==> config.mk <==
export PLATFORM = sky130hd
export DESIGN_NAME = hazard_stall_ctrl
export DESIGN_NICKNAME = d
export VERILOG_FILES = /design/src/rtl/hazard_stall_ctrl_pkg.sv /design/src/rtl/hazard_stall_ctrl_perf_counter.sv /design/src/rtl/hazard_stall_ctrl.sv
export SDC_FILE = /design/constraint.sdc
export NUM_CORES = 1
export LEC_CHECK = 0
export BUFFER_PORTS_ARGS = -buffer_cell sky130_fd_sc_hd__buf_2
export CAP_MARGIN = 20
export CORE_UTILIZATION = 49
export CTS_BUF_LIST = sky130_fd_sc_hd__clkbuf_4 sky130_fd_sc_hd__clkbuf_8 sky130_fd_sc_hd__clkbuf_16
export DETAILED_ROUTE_END_ITERATION = 7
export PLACE_DENSITY = 0.74
export RECOVER_POWER = 25
export SLEW_MARGIN = 25
export SYNTH_ARGS = -nofsm -noshare
export SYNTH_HDL_FRONTEND = slang
export SYNTH_SLANG_ARGS = --single-unit
==> constraint.sdc <==
create_clock -name CLK -period 2.9 [get_ports CLK]
set_clock_uncertainty 0.2 [all_clocks]
set_input_delay 0 -clock CLK [delete_from_list [all_inputs] [get_ports CLK]]
set_output_delay 0 -clock CLK [all_outputs]
set_load 0.01 [all_outputs]
==> src/rtl/hazard_stall_ctrl_pkg.sv <==
`default_nettype none
// ============================================================================
// Module      : hazard_stall_ctrl_pkg
// Description : Shared pipeline-control definitions: hazard FSM state
//               encoding, mul/div wait-counter width and default timeout.
// Revision    : 1.0 - initial release
// ============================================================================
package hazard_stall_ctrl_pkg;

  // Hazard controller FSM state encoding
  localparam logic [0:0] ST_RUN     = 1'b0;
  localparam logic [0:0] ST_MD_WAIT = 1'b1;

  // Mul/div wait counter: 6 bits, saturating at 63
  localparam int WAIT_CNT_W = 6;

  // Default number of mul/div wait cycles before the timeout flag sets
  localparam int MD_TIMEOUT_CYC_DEFAULT = 40;

endpackage : hazard_stall_ctrl_pkg
`default_nettype wire

==> src/rtl/hazard_stall_ctrl_perf_counter.sv <==
`default_nettype none
// ============================================================================
// Module      : perf_counter
// Description : Free-running event counter with synchronous clear and
//               natural wrap-around at 2**WIDTH.
// Ports       : clk   - clock
//               clr   - synchronous clear (priority over en)
//               en    - count enable
//               count - current count value
// Revision    : 1.0 - initial release
// ============================================================================
module perf_counter #(
  parameter int WIDTH = 32
) (
  input  logic             clk,
  input  logic             clr,
  input  logic             en,
  output logic [WIDTH-1:0] count
);

  always_ff @(posedge clk) begin
    if (clr) begin
      count <= '0;
    end else if (en) begin
      count <= count + 1'b1;
    end
  end

endmodule : perf_counter
`default_nettype wire

==> src/rtl/hazard_stall_ctrl.sv <==
`default_nettype none
// ============================================================================
// Module      : hazard_stall_ctrl
// Description : Pipeline stall/flush controller. Decodes load-use hazards,
//               taken branches, multi-cycle mul/div ops and data-memory
//               back-pressure into pipeline register enables and bubbles.
// Ports       : CLK, RESET (sync, active high)
//               LOAD_USE_HAZ, BRANCH_TAKEN, MULDIV_OP, MULDIV_DONE,
//               DMEM_BUSY                      - hazard requests
//               *_WRITE_EN                     - pipeline register loads
//               IF_ID_FLUSH, *_BUBBLE          - force NOP into register
//               MULDIV_GO                      - mul/div start pulse
//               MD_TIMEOUT                     - sticky mul/div timeout
//               STALL_CNT                      - cycles with PC frozen
// Revision    : 1.0 - initial release
// ============================================================================
module hazard_stall_ctrl
  import hazard_stall_ctrl_pkg::*;
#(
  parameter int MD_TIMEOUT_CYC = MD_TIMEOUT_CYC_DEFAULT
) (
  input  logic        CLK,
  input  logic        RESET,
  input  logic        LOAD_USE_HAZ,
  input  logic        BRANCH_TAKEN,
  input  logic        MULDIV_OP,
  input  logic        MULDIV_DONE,
  input  logic        DMEM_BUSY,
  output logic        PC_WRITE_EN,
  output logic        IF_ID_WRITE_EN,
  output logic        ID_EX_WRITE_EN,
  output logic        EX_MEM_WRITE_EN,
  output logic        MEM_WB_WRITE_EN,
  output logic        IF_ID_FLUSH,
  output logic        ID_EX_BUBBLE,
  output logic        EX_MEM_BUBBLE,
  output logic        MULDIV_GO,
  output logic        MD_TIMEOUT,
  output logic [31:0] STALL_CNT
);

  localparam logic [WAIT_CNT_W-1:0] TIMEOUT_LIM = WAIT_CNT_W'(MD_TIMEOUT_CYC);

  logic [0:0]            state;
  logic [0:0]            state_next;
  logic [WAIT_CNT_W-1:0] wait_cnt;
  logic [WAIT_CNT_W-1:0] wait_cnt_inc;
  logic                  md_waiting;
  logic                  timeout_flag;

  // A wait cycle is one spent in MD_WAIT with no result and no memory freeze;
  // memory back-pressure must not eat into the mul/div timeout budget.
  assign md_waiting   = (state == ST_MD_WAIT) && !MULDIV_DONE && !DMEM_BUSY;
  assign wait_cnt_inc = (wait_cnt == '1) ? wait_cnt : wait_cnt + 1'b1;
  assign MD_TIMEOUT   = timeout_flag;

  // --------------------------------------------------------------------------
  // Enable / bubble decode. Priority: reset, memory freeze, then FSM.
  // --------------------------------------------------------------------------
  always_comb begin
    PC_WRITE_EN     = 1'b1;
    IF_ID_WRITE_EN  = 1'b1;
    ID_EX_WRITE_EN  = 1'b1;
    EX_MEM_WRITE_EN = 1'b1;
    MEM_WB_WRITE_EN = 1'b1;
    IF_ID_FLUSH     = 1'b0;
    ID_EX_BUBBLE    = 1'b0;
    EX_MEM_BUBBLE   = 1'b0;
    MULDIV_GO       = 1'b0;
    state_next      = state;

    if (RESET) begin
      PC_WRITE_EN     = 1'b0;
      IF_ID_WRITE_EN  = 1'b0;
      ID_EX_WRITE_EN  = 1'b0;
      EX_MEM_WRITE_EN = 1'b0;
      MEM_WB_WRITE_EN = 1'b0;
      IF_ID_FLUSH     = 1'b1;
      ID_EX_BUBBLE    = 1'b1;
      EX_MEM_BUBBLE   = 1'b1;
    end else if (DMEM_BUSY) begin
      // Full freeze; the mul/div start is simply not issued, and since the
      // FSM stays in RUN it is re-issued once memory is ready again.
      PC_WRITE_EN     = 1'b0;
      IF_ID_WRITE_EN  = 1'b0;
      ID_EX_WRITE_EN  = 1'b0;
      EX_MEM_WRITE_EN = 1'b0;
      MEM_WB_WRITE_EN = 1'b0;
    end else if (state == ST_RUN) begin
      if (BRANCH_TAKEN) begin
        // Squash wrong-path IF/ID and ID/EX; PC keeps moving to the target
        // even if a load-use stall was also requested.
        IF_ID_FLUSH  = 1'b1;
        ID_EX_BUBBLE = 1'b1;
      end else if (MULDIV_OP) begin
        MULDIV_GO       = 1'b1;
        PC_WRITE_EN     = 1'b0;
        IF_ID_WRITE_EN  = 1'b0;
        ID_EX_WRITE_EN  = 1'b0;
        EX_MEM_WRITE_EN = 1'b0;
        EX_MEM_BUBBLE   = 1'b1;
        state_next      = ST_MD_WAIT;
      end else if (LOAD_USE_HAZ) begin
        PC_WRITE_EN    = 1'b0;
        IF_ID_WRITE_EN = 1'b0;
        ID_EX_BUBBLE   = 1'b1;
      end
    end else begin
      if (MULDIV_DONE) begin
        // Result available: release everything, hazards ignored this cycle
        state_next = ST_RUN;
      end else begin
        PC_WRITE_EN     = 1'b0;
        IF_ID_WRITE_EN  = 1'b0;
        ID_EX_WRITE_EN  = 1'b0;
        EX_MEM_WRITE_EN = 1'b0;
        EX_MEM_BUBBLE   = 1'b1;
      end
    end
  end

  // --------------------------------------------------------------------------
  // FSM state, wait counter and sticky timeout
  // --------------------------------------------------------------------------
  always_ff @(posedge CLK) begin
    if (RESET) begin
      state        <= ST_RUN;
      wait_cnt     <= '0;
      timeout_flag <= 1'b0;
    end else begin
      state <= state_next;
      if (md_waiting) begin
        wait_cnt <= wait_cnt_inc;
        // Flag rises on the same edge the counter reaches the limit
        if (wait_cnt_inc >= TIMEOUT_LIM) begin
          timeout_flag <= 1'b1;
        end
      end else if (!DMEM_BUSY) begin
        // Outside a wait (or on the release cycle) the counter restarts
        if (state != ST_MD_WAIT || MULDIV_DONE) begin
          wait_cnt <= '0;
        end
      end
    end
  end

  // Reset cycles do not count as stalls even though PC_WRITE_EN is low
  perf_counter #(
    .WIDTH (32)
  ) u_stall_cnt (
    .clk   (CLK),
    .clr   (RESET),
    .en    (!PC_WRITE_EN),
    .count (STALL_CNT)
  );

endmodule : hazard_stall_ctrl
`default_nettype wire

==> results, run 1 <==
- Measured against its own limit, the worst slew margin works out to 71.5%.
- The floorplan die area is 4290 um2.
- Counting the fill cells in the layout gives 367.
- The xor-xnor portion of the synthesized cell area is 7.97%.
- The worst path uses 92.4% of the clock period.
- Along the worst path, the maximum fanout reaches 11.
- The number of search-and-repair iterations in the first detailed-routing pass is 4.
- After routing, the total negative slack on setup checks comes to 0 ns.
- The final net count is 301.
- The netlist area before placement is 1980 um2.
- After floorplanning, the core was divided into 22 placement rows.
- The count of warnings emitted by yosys is 0.
- The initial antenna violation count came to 0.
- The number of setup buffers added after CTS is 0.
- The wire length of the first global-routing pass is 7310 um.
- Counting every instance in the synthesized netlist gives 247.
- Timing would allow up to 373 MHz.
- The post-layout instance area is 2330 um2.
- The sequential cells in the finished layout cover a total of 801 um2.
- The clock tree buffer depth is 2.
- Data arrives at the worst endpoint at 2.70 ns.
- Dividing the detail-routed wire length by the instance count gives 12.7 um.
- The synthesized netlist net count is 256.
- The CTS sink count is 40.
- The number of cells traversed by the worst register-to-register path is 5.
- The count of nets left with antenna violations once routing finished came out at 0.
- The flow ran to the end, and the final reports show no timing, DRC or antenna violations.
- The worst-case register-to-register setup slack is 0.22 ns.
- The number of max-cap violations is 0.
- The worst hold path belongs to the class in2reg.
- For this design the static power due to leakage is 0.000876 uW.
- The root buffer selected by CTS is sky130_fd_sc_hd__clkbuf_8.
- The worst setup path is captured at a flop.
- The total wirelength of the detailed-routed design is 4330 um.
- The count of hold buffers inserted by post-cts repair is 3.
- The level count of the clock H-tree is 2.
- The initial cell density of the core is 52.5%.
- The initial detailed-routing violation count is 154.
- After Yosys synthesis, full adders, half adders and majority gates account for 1.27% of the synthesized area.
- The number of cells in the finished layout apart from fillers is 341.
- Setup violations remaining at the end of the flow were counted as 0.
- In this run the standard cell core region covers 3770 um2.
- The largest net degree at the start of global routing is 44.
- The via density per instance is 5.49.
- The number of cells after detailed placement is 330.
- The count of buffers inserted at the top-level ports is 48.
- The library cell used most frequently in the layout, excluding fill and tap cells, is sky130_fd_sc_hd__dfxtp_1.
- The worst setup path is launched from a flop.
- The worst setup path startpoint is u_stall_cnt.count[3].
- Setup repair after global routing left no endpoint under its margin.
- For this design the ratio of total power to cell area is 443 nW/um2.
- The clock latency at the later pin of the worst-skew pair is 0.29 ns.
- The count of unique library cells instantiated by Yosys is 40.
- The max-slew violation count is 0.
- The classification of the worst setup path is reg2reg.
- The launch instance of the worst register-to-register path is u_stall_cnt.count[3].
- Counting flops and latches in the post-synthesis netlist gives 40.
- Following the worst setup path forward leads to its endpoint at u_stall_cnt.count[26].
- The average footprint of a synthesized cell is 8.01 um2.
- For the pin with the worst max-slew slack, the measured transition is 0.427 ns.
- The number of design rule violations left after detail routing is 0.
- The post-synthesis mux area share is 0%.
- The TritonCTS clock tree is built.
- Summing the areas of all and, or, nand and nor instances in the mapped netlist gives 30.9% of the synthesized area.
- TritonCTS created 5 clock buffers.
- Data on the critical path is required at its endpoint by 2.92 ns.
- The post-placement cell area is 2230 um2.
- The destination of the worst register-to-register timing path is u_stall_cnt.count[26].
- The via count of the first global-routing pass is 1651.
- The die is 65.5 um tall.
- The proportion of synthesized chip area in sequential cells is 40.5%.
- The compound-gate portion of the synthesized area is 14.3%.
- The quantity of gates resized following cts is 0.
- The area of combinational cells with multiple inputs is 1080 um2.
- Routability-driven placement finished with a final weighted congestion of 0.806.
- The total overflow left after global routing is 0.
- Once detailed placement completed, the half-perimeter wirelength came to 3010 um.
- The detailed router placed 1872 vias in this run.
- The global routing usage summed across all routing layers is 21.8%.
- In this run the horizontal extent of the chip is 65.5 um.
- 0 antenna diodes ended up in the layout.
- The number of top-level pins is 49.
- The final critical path time including I/O delays and setup is 2.68 ns.
- The main combinational cell family by area after synthesis is simple AND/OR/NAND/NOR gates.
- The fraction of final layout cells sized beyond drive strength 1 is 14.7%.
- The number of endpoints with negative hold slack in the final report is 0.
- In the layout the commonest cells are 40 x sky130_fd_sc_hd__dfxtp_1, 33 x sky130_fd_sc_hd__nor2_1, 28 x sky130_fd_sc_hd__buf_2.
- The clock input transition at the sequential cells of the worst setup and hold paths is 0.08 ns.
- From synthesis to final layout, the design area changed by 17.8%.
- Across the VDD grid, the largest voltage drop is 0.000263 V.
==> cells in the mapped netlist <==
cell / n / area share [%]
sky130_fd_sc_hd__or2_2: 1 / 0.32
sky130_fd_sc_hd__nand4b_1: 1 / 0.44
sky130_fd_sc_hd__o21ba_1: 1 / 0.51
sky130_fd_sc_hd__inv_2: 1 / 0.19
sky130_fd_sc_hd__a31o_2: 1 / 0.44
sky130_fd_sc_hd__a311oi_1: 1 / 0.44
sky130_fd_sc_hd__o21a_1: 1 / 0.38
sky130_fd_sc_hd__nor2_1: 33 / 6.3
sky130_fd_sc_hd__ha_1: 2 / 1.3
sky130_fd_sc_hd__a41oi_1: 1 / 0.44
sky130_fd_sc_hd__and4_1: 1 / 0.44
sky130_fd_sc_hd__o31a_1: 1 / 0.44
sky130_fd_sc_hd__nor3b_1: 1 / 0.38
sky130_fd_sc_hd__inv_1: 8 / 1.5
sky130_fd_sc_hd__o311ai_1: 1 / 0.44
sky130_fd_sc_hd__or4_4: 1 / 0.57
sky130_fd_sc_hd__and2_1: 2 / 0.63
sky130_fd_sc_hd__a31oi_1: 7 / 2.2
sky130_fd_sc_hd__nand2_1: 13 / 2.5
sky130_fd_sc_hd__nor4_1: 6 / 1.9
sky130_fd_sc_hd__or3_1: 13 / 4.1
sky130_fd_sc_hd__nand3_1: 8 / 2.0
sky130_fd_sc_hd__xor2_1: 9 / 4.0
sky130_fd_sc_hd__o32a_1: 1 / 0.51
sky130_fd_sc_hd__a21o_1: 1 / 0.38
sky130_fd_sc_hd__nand2b_1: 1 / 0.32
sky130_fd_sc_hd__o21ai_0: 12 / 3.0
sky130_fd_sc_hd__clkbuf_1: 11 / 2.1
sky130_fd_sc_hd__and3_1: 8 / 2.5
sky130_fd_sc_hd__nor3_1: 8 / 2.0
sky130_fd_sc_hd__buf_4: 2 / 0.76
sky130_fd_sc_hd__nand3b_1: 1 / 0.38
sky130_fd_sc_hd__buf_2: 2 / 0.51
sky130_fd_sc_hd__nand4_1: 15 / 4.7
sky130_fd_sc_hd__dfxtp_1: 40 / 40
sky130_fd_sc_hd__a21oi_1: 17 / 4.3
sky130_fd_sc_hd__or4_1: 2 / 0.76
sky130_fd_sc_hd__xnor2_1: 9 / 4.0
sky130_fd_sc_hd__nand4_2: 1 / 0.63
sky130_fd_sc_hd__o31ai_1: 2 / 0.76
==> kinds of logic after synthesis <==
logic type	count (synthesis)
compound gates	47
xor+xnor	18
fa+ha+maj	2
buf+inv	24
flops	40
simple gates	116
==> cell type report <==
class                      count  area share, %
tap                           48           2.58
timing repair buffer          53           11.2
clock buffer                   8           4.19
inverter                       9           1.45
multi-input combinational    183           46.2
sequential                    40           34.4
==> layer usage <==
layer	wire length [um]	vias to the layer above	track usage, %
met2	1840	66	33.2
li1	-	978	-
met5	0	-	0
met4	26	0	6.25
met3	273	4	6.42
met1	2190	824	29.5
==> critical path: stages, from the launching register on <==
cell                      delay, ns
sky130_fd_sc_hd__dfxtp_1       0.44
sky130_fd_sc_hd__nand4_2       0.19
sky130_fd_sc_hd__or4_4         0.59
sky130_fd_sc_hd__or3_1         0.50
sky130_fd_sc_hd__or4_1         0.54
sky130_fd_sc_hd__a21oi_1       0.15
==> worst min-delay path by stage <==
stage,from,to,slack (ns),depth (start not counted)
after detailed placement,MULDIV_DONE,state,0.03,2
after global routing,RESET,u_stall_cnt.count[18],0.06,3
after global placement,MULDIV_DONE,state,0.03,2
final,RESET,u_stall_cnt.count[17],0.05,3
after CTS,RESET,u_stall_cnt.count[1],0.05,6
after floorplan,DMEM_BUSY,MEM_WB_WRITE_EN,-0.14,1
==> state kept, by name, summed over array words and instances (netlist names) <==
name               flops
MD_TIMEOUT             1
wait_cnt               6
state                  1
u_stall_cnt.count     32
==> stage by stage <==
stage | setup slack (ns) | hold slack, ns | util (%) | power [uW]
2_1_floorplan | 0.469 | -0.140 | - | 625
3_3_place_gp | 0.301 | 0.0252 | 59.1 | 649
3_5_place_dp | 0.248 | 0.0301 | 59.1 | 650
4_1_cts | 0.227 | 0.0471 | 62.4 | 1040
5_1_grt | 0.0664 | 0.0570 | 61.8 | 1080
6_report | 0.220 | 0.0521 | 61.8 | 1030
==> power breakdown <==
part | total [uW] | switching (uW) | leakage, uW | internal [uW]
clock | 392 | 179 | 0.0000523 | 213
combinational | 75.5 | 46.0 | 0.000501 | 29.5
sequential | 564 | 9.53 | 0.000323 | 555
Note: power is estimated with default switching activity, not from simulation.
==> run 2: changes to the inputs <==
MAX_ROUTING_LAYER = met4   (was default)
clock period = 2.81 ns   (was 2.9 ns; I/O delays follow)
==> run 2 against run 1 <==
  * Total power grew 1.3%
  * Utilization grew 0.33 points
  * Flip-flop and latch count is the same
  * Via count grew 0.16%
  * Hold slack lost 0.0090 ns
  * Sequential power grew 3%
  * Clock power shrank 3%
  * Combinational power grew 7.2%
  * Critical path depth is the same
  * Non-clock buffer count grew 3
  * Worst setup slack gained 0.013 ns
  * Global-route usage grew 1.3 points
==> results, run 2 (synthesis results as in run 1) <==
- The total via count in the routed design was 1875 (was 1872).
- The remaining antenna violation count after routing is 0 (unchanged).
- The routed wire length per instance is 13.1 um (was 12.7 um).
- The number of endpoints with negative hold slack in the final report is 0 (unchanged).
- The TritonCTS clock tree is built (unchanged).
- The number of search-and-repair iterations in the first detailed-routing pass was 4 (unchanged).
- The final hold slack is 0.0431 ns (was 0.0521 ns).
- The TritonCTS buffer count is 5 (unchanged).
- The final critical path time including I/O delays and setup is 2.58 ns (was 2.68 ns).
- RSZ-0062 raised after global routing: false (unchanged).
- The post-detailed-placement half-perimeter wirelength is 3040 um (was 3010 um).
- The area of the core region is 3770 um2 (unchanged).
- The wire length of the first global-routing pass came to 7490 um (was 7310 um).
- The setup TNS is 0 ns (unchanged).
- The internal power summed over all cells is 778 uW (was 797 uW).
- The count of buffers inserted at the top-level ports was 48 (unchanged).
- The fraction of the cycle the final worst path needs was 91.7% (was 92.4%).
- The data arrival time at the worst-slack endpoint came to 2.61 ns (was 2.70 ns).
- The height of the die is 65.5 um (unchanged).
- The maximum net fanout on the critical path came to 11 (unchanged).
- The clock latency at the later pin of the worst-skew pair is 0.29 ns (about the same).
- The final-report setup violation count is 0 (unchanged).
- The number of top-level pins is 49 (unchanged).
- The clock tree buffer depth is 2 (unchanged).
- The power density normalized to cell area was 446 nW/um2 (was 443 nW/um2).
- Largest registers: u_stall_cnt.count x32, wait_cnt x6 (unchanged).
- The initial detailed-routing violation count is 147 (was 154).
- The switching share of power is 25.6% (was 22.8%).
- The last weighted congestion value of the routability-driven placer came to 0.861 (was 0.806).
- The static leakage was 0.000885 uW (was 0.000876 uW).
- The type of the worst min-delay path is in2reg (unchanged).
- The kind of end point of the critical path is a flop (unchanged).
- The global routing usage summed across all routing layers came to 23.1% (was 21.8%).
- The category of the worst setup path launch point is a flop (unchanged).
- The floorplan die area is 4290 um2 (unchanged).
- The fraction of final layout cells sized beyond drive strength 1 is 15.5% (was 14.7%).
- The antenna diode instance count is 0 (unchanged).
- The worst max-slew margin expressed relative to the limit is 71.4% (was 71.5%).
- The number of max-cap violations is 0 (unchanged).
- The initial antenna violation count is 0 (unchanged).
- The required time of the critical path is 2.84 ns (was 2.92 ns).
- The power share of the combinational group is 7.7% (was 7.3%).
- The via density per instance is 5.45 (was 5.49).
- Outcome: finished, final reports clean (unchanged).
- The most frequent standard cell in the layout excluding fill and tap cells was sky130_fd_sc_hd__dfxtp_1 (unchanged).
- The register bank with the most flops is u_stall_cnt.count (unchanged).
- The initial cell density of the core is 52.5% (unchanged).
- The pin slew with the least headroom to its limit came to 0.429 ns (was 0.427 ns).
- The fraction of power consumed by the clock network is 36.5% (was 38.0%).
- The horizontal extent of the die is 65.5 um (unchanged).
- The level count of the clock H-tree was 2 (unchanged).
- The clock input transition at the sequential cells of the worst setup and hold paths is 0.08 ns (about the same).
- The final net count is 304 (was 301).
- The root buffer selected by CTS is sky130_fd_sc_hd__clkbuf_8 (unchanged).
- The total wirelength of the detailed-routed design was 4500 um (was 4330 um).
- The area added between synthesis and finish is 18.4% (was 17.8%).
- The total net switching power is 267 uW (was 235 uW).
- The floorplan row count is 22 (unchanged).
- The power share of the sequential group is 55.8% (was 54.7%).
- The total global routing overflow is 0 (unchanged).
- The quantity of gates resized following cts came to 0 (unchanged).
- The max-slew violation count is 0 (unchanged).
- The via count of the first global-routing pass came to 1658 (was 1651).
- Commonest cells after routing, fill and taps aside: 40 x sky130_fd_sc_hd__dfxtp_1, 33 x sky130_fd_sc_hd__nor2_1, 28 x sky130_fd_sc_hd__buf_2 (unchanged).
- The flip-flop count of the largest register, all copies and words added is 32 (unchanged).
- The classification of the worst setup path is reg2reg (unchanged).
- The largest net degree at the start of global routing is 44 (unchanged).
- The achievable clock frequency is 388 MHz (was 373 MHz).
- The number of design rule violations left after detail routing came to 0 (unchanged).
- The peak ir drop on the vdd network is 0.000336 V (was 0.000263 V).
- The CTS sink count is 40 (unchanged).
[run 2: final cells by class]
class	count	area, um2
fill	353	1430
multi-input combinational	183	1080
clock buffer	5	68.8
sequential	40	801
tap	48	60.1
timing repair buffer	56	283
inverter	9	33.8
clock inverter	3	18.8
[run 2: metal layers]
metal	track usage [%]	up-vias	part of all wire [%]
li1	-	985	-
met1	31.1	833	53
met2	33.8	53	41
met3	6.60	4	5.1
met4	6.25	0	0.85
met5	-	-	0
[run 2: critical path, stage by stage (launching register included)]
cell and delay [ns]:
sky130_fd_sc_hd__dfxtp_1 0.42, sky130_fd_sc_hd__nand4_1 0.19, sky130_fd_sc_hd__or4_4 0.54, sky130_fd_sc_hd__or3_1 0.50, sky130_fd_sc_hd__or4_1 0.53, sky130_fd_sc_hd__a21oi_1 0.14
[run 2: worst paths after layout]
| kind | startpoint | endpoint | slack, ns | depth (start not counted) |
|---|---|---|---|---|
| max | u_stall_cnt.count[9] | u_stall_cnt.count[26] | 0.23 | 5 |
| min | RESET | u_stall_cnt.count[0] | 0.04 | 3 |
| max reg2reg | u_stall_cnt.count[9] | u_stall_cnt.count[26] | 0.23 | 5 |
| min reg2reg | MD_TIMEOUT | MD_TIMEOUT | 0.29 | 2 |
[run 2: repair_timing]
item                                   4_1_cts  5_1_grt
endpoints found under the hold margin        7        0
hold buffers                                 3        0
setup buffers                                0        0
[run 2: power groups by stage]
stage	Sequential (uW)	Combinational (uW)	Clock [uW]
final	583	80.9	381
after global routing	584	89.5	412
after CTS	582	80.5	384
after detailed placement	596	77.0	0
after global placement	595	77.0	0
after floorplan	594	51.0	0
[run 2: stage by stage]
| stage | setup slack, ns | area [um2] | power (uW) | instances | utilization [%] |
|---|---|---|---|---|---|
| after detailed placement | 0.256 | 2250 | 673 | 333 | 59.7 |
| after global routing | 0.0344 | 2340 | 1090 | 344 | 62.1 |
| after CTS | 0.236 | 2370 | 1050 | 344 | 62.8 |
| after global placement | 0.291 | 2250 | 673 | 333 | 59.7 |
| final | 0.233 | 2340 | 1040 | 344 | 62.1 |
| after floorplan | 0.379 | 1980 | 645 | 247 | - |
==> run 3: changes to the inputs <==
SYNTH_HIERARCHICAL = 1   (was default)
==> run 3 against run 2 <==
  * Flip-flop and latch count is the same
  * Design area grew 1.8%
  * Total power shrank 2.5%
  * Cell count shrank 0.87%
  * Fmax shrank 0.76%
  * Via count grew 9.3%
  * Sequential power is essentially flat
  * Die area grew 2.2%
  * Critical path depth grew 4
  * Worst setup slack lost 0.020 ns
  * Global-route usage grew 0.68 points
  * Register-to-register slack lost 0.02 ns
  * Highest routed layer unchanged
==> results, run 3 <==
- The area added between synthesis and finish is 17.9% (was 18.4%).
- The final worst setup slack was 0.214 ns (was 0.233 ns).
- The number of endpoints with negative hold slack in the final report is 0 (unchanged).
- The TritonCTS buffer count was 5 (unchanged).
- The most used flip-flop cell after synthesis is sky130_fd_sc_hd__dfxtp_1 (unchanged).
- The fraction of the cycle the final worst path needs is 92.4% (was 91.7%).
- The peak ir drop on the vdd network is 0.000224 V (was 0.000336 V).
- The final hold slack is 0.0589 ns (was 0.0431 ns).
- The power after layout was 1020 uW (was 1040 uW).
- The height of the die is 66.3 um (was 65.5 um).
- The final-report setup violation count is 0 (unchanged).
- RSZ-0062 raised after global routing: false (unchanged).
- The antenna diode instance count came to 0 (unchanged).
- The root buffer selected by CTS is sky130_fd_sc_hd__clkbuf_8 (unchanged).
- The count of buffers inserted at the top-level ports came to 48 (unchanged).
- The max-slew violation count is 0 (unchanged).
- The TritonCTS clock tree was built (unchanged).
- The largest net degree at the start of global routing is 40 (was 44).
- The flip-flop count of the largest register, all copies and words added came to 32 (unchanged).
- The clock input transition at the sequential cells of the worst setup and hold paths came to 0.07 ns (was 0.08 ns).
- The level count of the clock H-tree is 2 (unchanged).
- The post-layout instance area is 2380 um2 (was 2340 um2).
- The count of warnings emitted by yosys is 6 (was 0).
- The via count of the first global-routing pass is 1782 (was 1658).
- The top cell type's share of synthesized area was 39.6% (was 40.5%).
- The worst setup path startpoint is state (was u_stall_cnt.count[9]).
- The register bit total from synthesis is 40 (unchanged).
- The average footprint of a synthesized cell was 8.26 um2 (was 8.01 um2).
- The worst slack at placement is 0.130 ns (was 0.256 ns).
- The floorplan row count is 22 (unchanged).
- The pin slew with the least headroom to its limit was 0.409 ns (was 0.429 ns).
- The worst max-slew margin expressed relative to the limit is 72.8% (was 71.4%).
- The launch instance of the worst register-to-register path is state (was u_stall_cnt.count[9]).
- The kind of end point of the critical path is a flop (unchanged).
- The final net count was 302 (was 304).
- The synthesized instance count was 245 (was 247).
- Largest registers: u_stall_cnt/count x32, wait_cnt x6 (was u_stall_cnt.count x32, wait_cnt x6).
- The remaining antenna violation count after routing came to 0 (unchanged).
- The type of the worst min-delay path is in2reg (unchanged).
- The number of search-and-repair iterations in the first detailed-routing pass is 4 (unchanged).
- The last weighted congestion value of the routability-driven placer was 0.818 (was 0.861).
- The clock tree buffer depth was 2 (unchanged).
- The fraction of final layout cells sized beyond drive strength 1 is 15.7% (was 15.5%).
- The total via count in the routed design is 2049 (was 1875).
- The routed wire length per instance is 13.6 um (was 13.1 um).
- The data arrival time at the worst-slack endpoint came to 2.61 ns (about the same).
- The number of cells traversed by the worst register-to-register path was 9 (was 5).
- The maximum net fanout on the critical path is 19 (was 11).
- Top post-synthesis cells by area: sky130_fd_sc_hd__dfxtp_1 40%, sky130_fd_sc_hd__a21oi_1 6.7%, sky130_fd_sc_hd__o31ai_1 5.9% (was sky130_fd_sc_hd__dfxtp_1 40%, sky130_fd_sc_hd__nor2_1 6.3%, sky130_fd_sc_hd__nand4_1 4.7%).
- The worst-case register-to-register setup slack is 0.21 ns (was 0.23 ns).
- The initial antenna violation count is 0 (unchanged).
- The setup TNS is 0 ns (unchanged).
- The proportion of synthesized chip area in sequential cells is 39.6% (was 40.5%).
- The number of buffers inserted by post-CTS setup repair came to 0 (unchanged).
- The final critical path time including I/O delays and setup came to 2.60 ns (was 2.58 ns).
- The library cell with the largest summed area after synthesis was sky130_fd_sc_hd__dfxtp_1 (unchanged).
- The timing endpoint of the critical path is u_stall_cnt/count[28] (was u_stall_cnt.count[26]).
- The initial cell density of the core came to 53.3% (was 52.5%).
- The count of unique library cells instantiated by Yosys is 42 (was 40).
- The hold-critical path depth is 4 (was 3).
- The required time of the critical path is 2.82 ns (was 2.84 ns).
- The netlist area before placement is 2020 um2 (was 1980 um2).
- The via density per instance came to 6.01 (was 5.45).
- The post-placement cell area is 2280 um2 (was 2250 um2).
- The wire length of the first global-routing pass is 7940 um (was 7490 um).
- Outcome: finished, final reports clean (unchanged).
- The clock latency at the later pin of the worst-skew pair is 0.28 ns (was 0.29 ns).
- The area of the core region is 3800 um2 (was 3770 um2).
- The category of the worst setup path launch point is a flop (unchanged).
- The most frequent cell after synthesis is sky130_fd_sc_hd__dfxtp_1 (unchanged).
- The classification of the worst setup path is reg2reg (unchanged).
- The total wirelength of the detailed-routed design came to 4630 um (was 4500 um).
- The number of synthesized flops with an enable pin is 0 (unchanged).
- The achievable clock frequency is 385 MHz (was 388 MHz).
- The initial detailed-routing violation count is 211 (was 147).
- The post-detailed-placement half-perimeter wirelength came to 3140 um (was 3040 um).
- The number of max-cap violations came to 0 (unchanged).
- The register bank with the most flops is u_stall_cnt/count (was u_stall_cnt.count).
- The destination of the worst register-to-register timing path was u_stall_cnt/count[28] (was u_stall_cnt.count[26]).
- The global routing usage summed across all routing layers was 23.8% (was 23.1%).
- The horizontal extent of the die is 66.3 um (was 65.5 um).
- The total global routing overflow is 0 (unchanged).
- The floorplan die area was 4390 um2 (was 4290 um2).
- The number of design rule violations left after detail routing is 0 (unchanged).
- The static leakage is 0.000866 uW (was 0.000885 uW).
- The number of inserted filler cells in the final layout is 344 (was 353).
- The number of top-level pins is 49 (unchanged).
- The synthesized netlist net count is 254 (was 256).
- Most common library cells after synthesis: 40 x sky130_fd_sc_hd__dfxtp_1, 27 x sky130_fd_sc_hd__a21oi_1, 21 x sky130_fd_sc_hd__nor2_1 (was 40 x sky130_fd_sc_hd__dfxtp_1, 33 x sky130_fd_sc_hd__nor2_1, 17 x sky130_fd_sc_hd__a21oi_1).
- The CTS sink count came to 40 (unchanged).
- The fraction of synthesis flops using an asynchronous set or reset pin is 0% (unchanged).
- Commonest cells after routing, fill and taps aside: 40 x sky130_fd_sc_hd__dfxtp_1, 28 x sky130_fd_sc_hd__buf_2, 27 x sky130_fd_sc_hd__a21oi_1 (was 40 x sky130_fd_sc_hd__dfxtp_1, 33 x sky130_fd_sc_hd__nor2_1, 28 x sky130_fd_sc_hd__buf_2).
- The most frequent standard cell in the layout excluding fill and tap cells is sky130_fd_sc_hd__dfxtp_1 (unchanged).
- The power density normalized to cell area came to 427 nW/um2 (was 446 nW/um2).
[run 3: cell types whose count changed after synthesis, sizes merged, moves of 6 or more]
cell,before,now
nand4,16,10
or4,3,16
or3,13,6
nand3,8,16
o31ai,2,16
a31oi,7,1
nor3,8,2
nor2,33,21
a21oi,17,27
[run 3: kinds of logic after synthesis]
kind of cell / after synthesis / share of synthesized area, %
AND/OR/NAND/NOR: 105 / 28.9
multiplexers: 1 / 0.495
adder cells (fa/ha/maj): 2 / 1.24
XOR/XNOR: 12 / 5.19
AO/OA/AOI/OAI: 63 / 19.7
buffers and inverters: 22 / 4.82
flip-flops: 40 / 39.6
[run 3: per-stage QoR]
step                instances  utilization, %
CTS                       341            63.3
detailed placement        330            60.1
global route              341            62.8
global placement          330            60.1
finish                    341            62.8
floorplan                 245               -
[run 3: what timing repair did]
action                     in CTS  in global routing
hold buffers                    4                  0
hold endpoints to repair        8                  0
gates resized for setup         0                  2
setup endpoints to repair       0                  9
[run 3: routing by layer]
layer,vias up,share of wire (%),track usage [%]
li1,1008,-,-
met1,981,47,30.9
met2,58,47,37.8
met3,2,4.7,4.66
met4,0,0.52,6.12
met5,-,0,-
[run 3: worst min path at each step]
stage / start / endpoint
after detailed placement: MULDIV_DONE / state
after floorplan: RESET / u_stall_cnt/count[24]
final: LOAD_USE_HAZ / u_stall_cnt/count[0]
after global routing: LOAD_USE_HAZ / u_stall_cnt/count[0]
after global placement: MULDIV_DONE / state
after CTS: LOAD_USE_HAZ / u_stall_cnt/count[0]
[run 3: worst max-delay path: stages (launching register included)]
cell and delay, ns:
sky130_fd_sc_hd__dfxtp_1 0.40, sky130_fd_sc_hd__nor2b_1 0.22, sky130_fd_sc_hd__a21oi_1 0.07, sky130_fd_sc_hd__nand2_1 0.11, sky130_fd_sc_hd__a21o_1 0.20, sky130_fd_sc_hd__and4_2 0.33
sky130_fd_sc_hd__nand4_1 0.12, sky130_fd_sc_hd__buf_4 0.22, sky130_fd_sc_hd__or4_1 0.50, sky130_fd_sc_hd__a21oi_1 0.15
[run 3: cell type report]
type                    count  area [um2]  area share [%]
flip-flops and latches     40         801            33.6
clock inverters             1        5.00           0.210
clock buffers               6        76.3            3.20
multi-input cells         183        1130            47.4
inverters                   7        26.3            1.10
repair buffers             56         285            12.0
well taps                  48        60.1            2.52
[run 3: power breakdown]
group / leakage [uW] / internal [uW] / total, uW / switching, uW
registers: 0.000323 / 573 / 580 / 7.58
logic: 0.000499 / 29.0 / 72.3 / 43.3
clock network: 0.0000445 / 179 / 366 / 188
total: 0.000866 / 780 / 1020 / 238
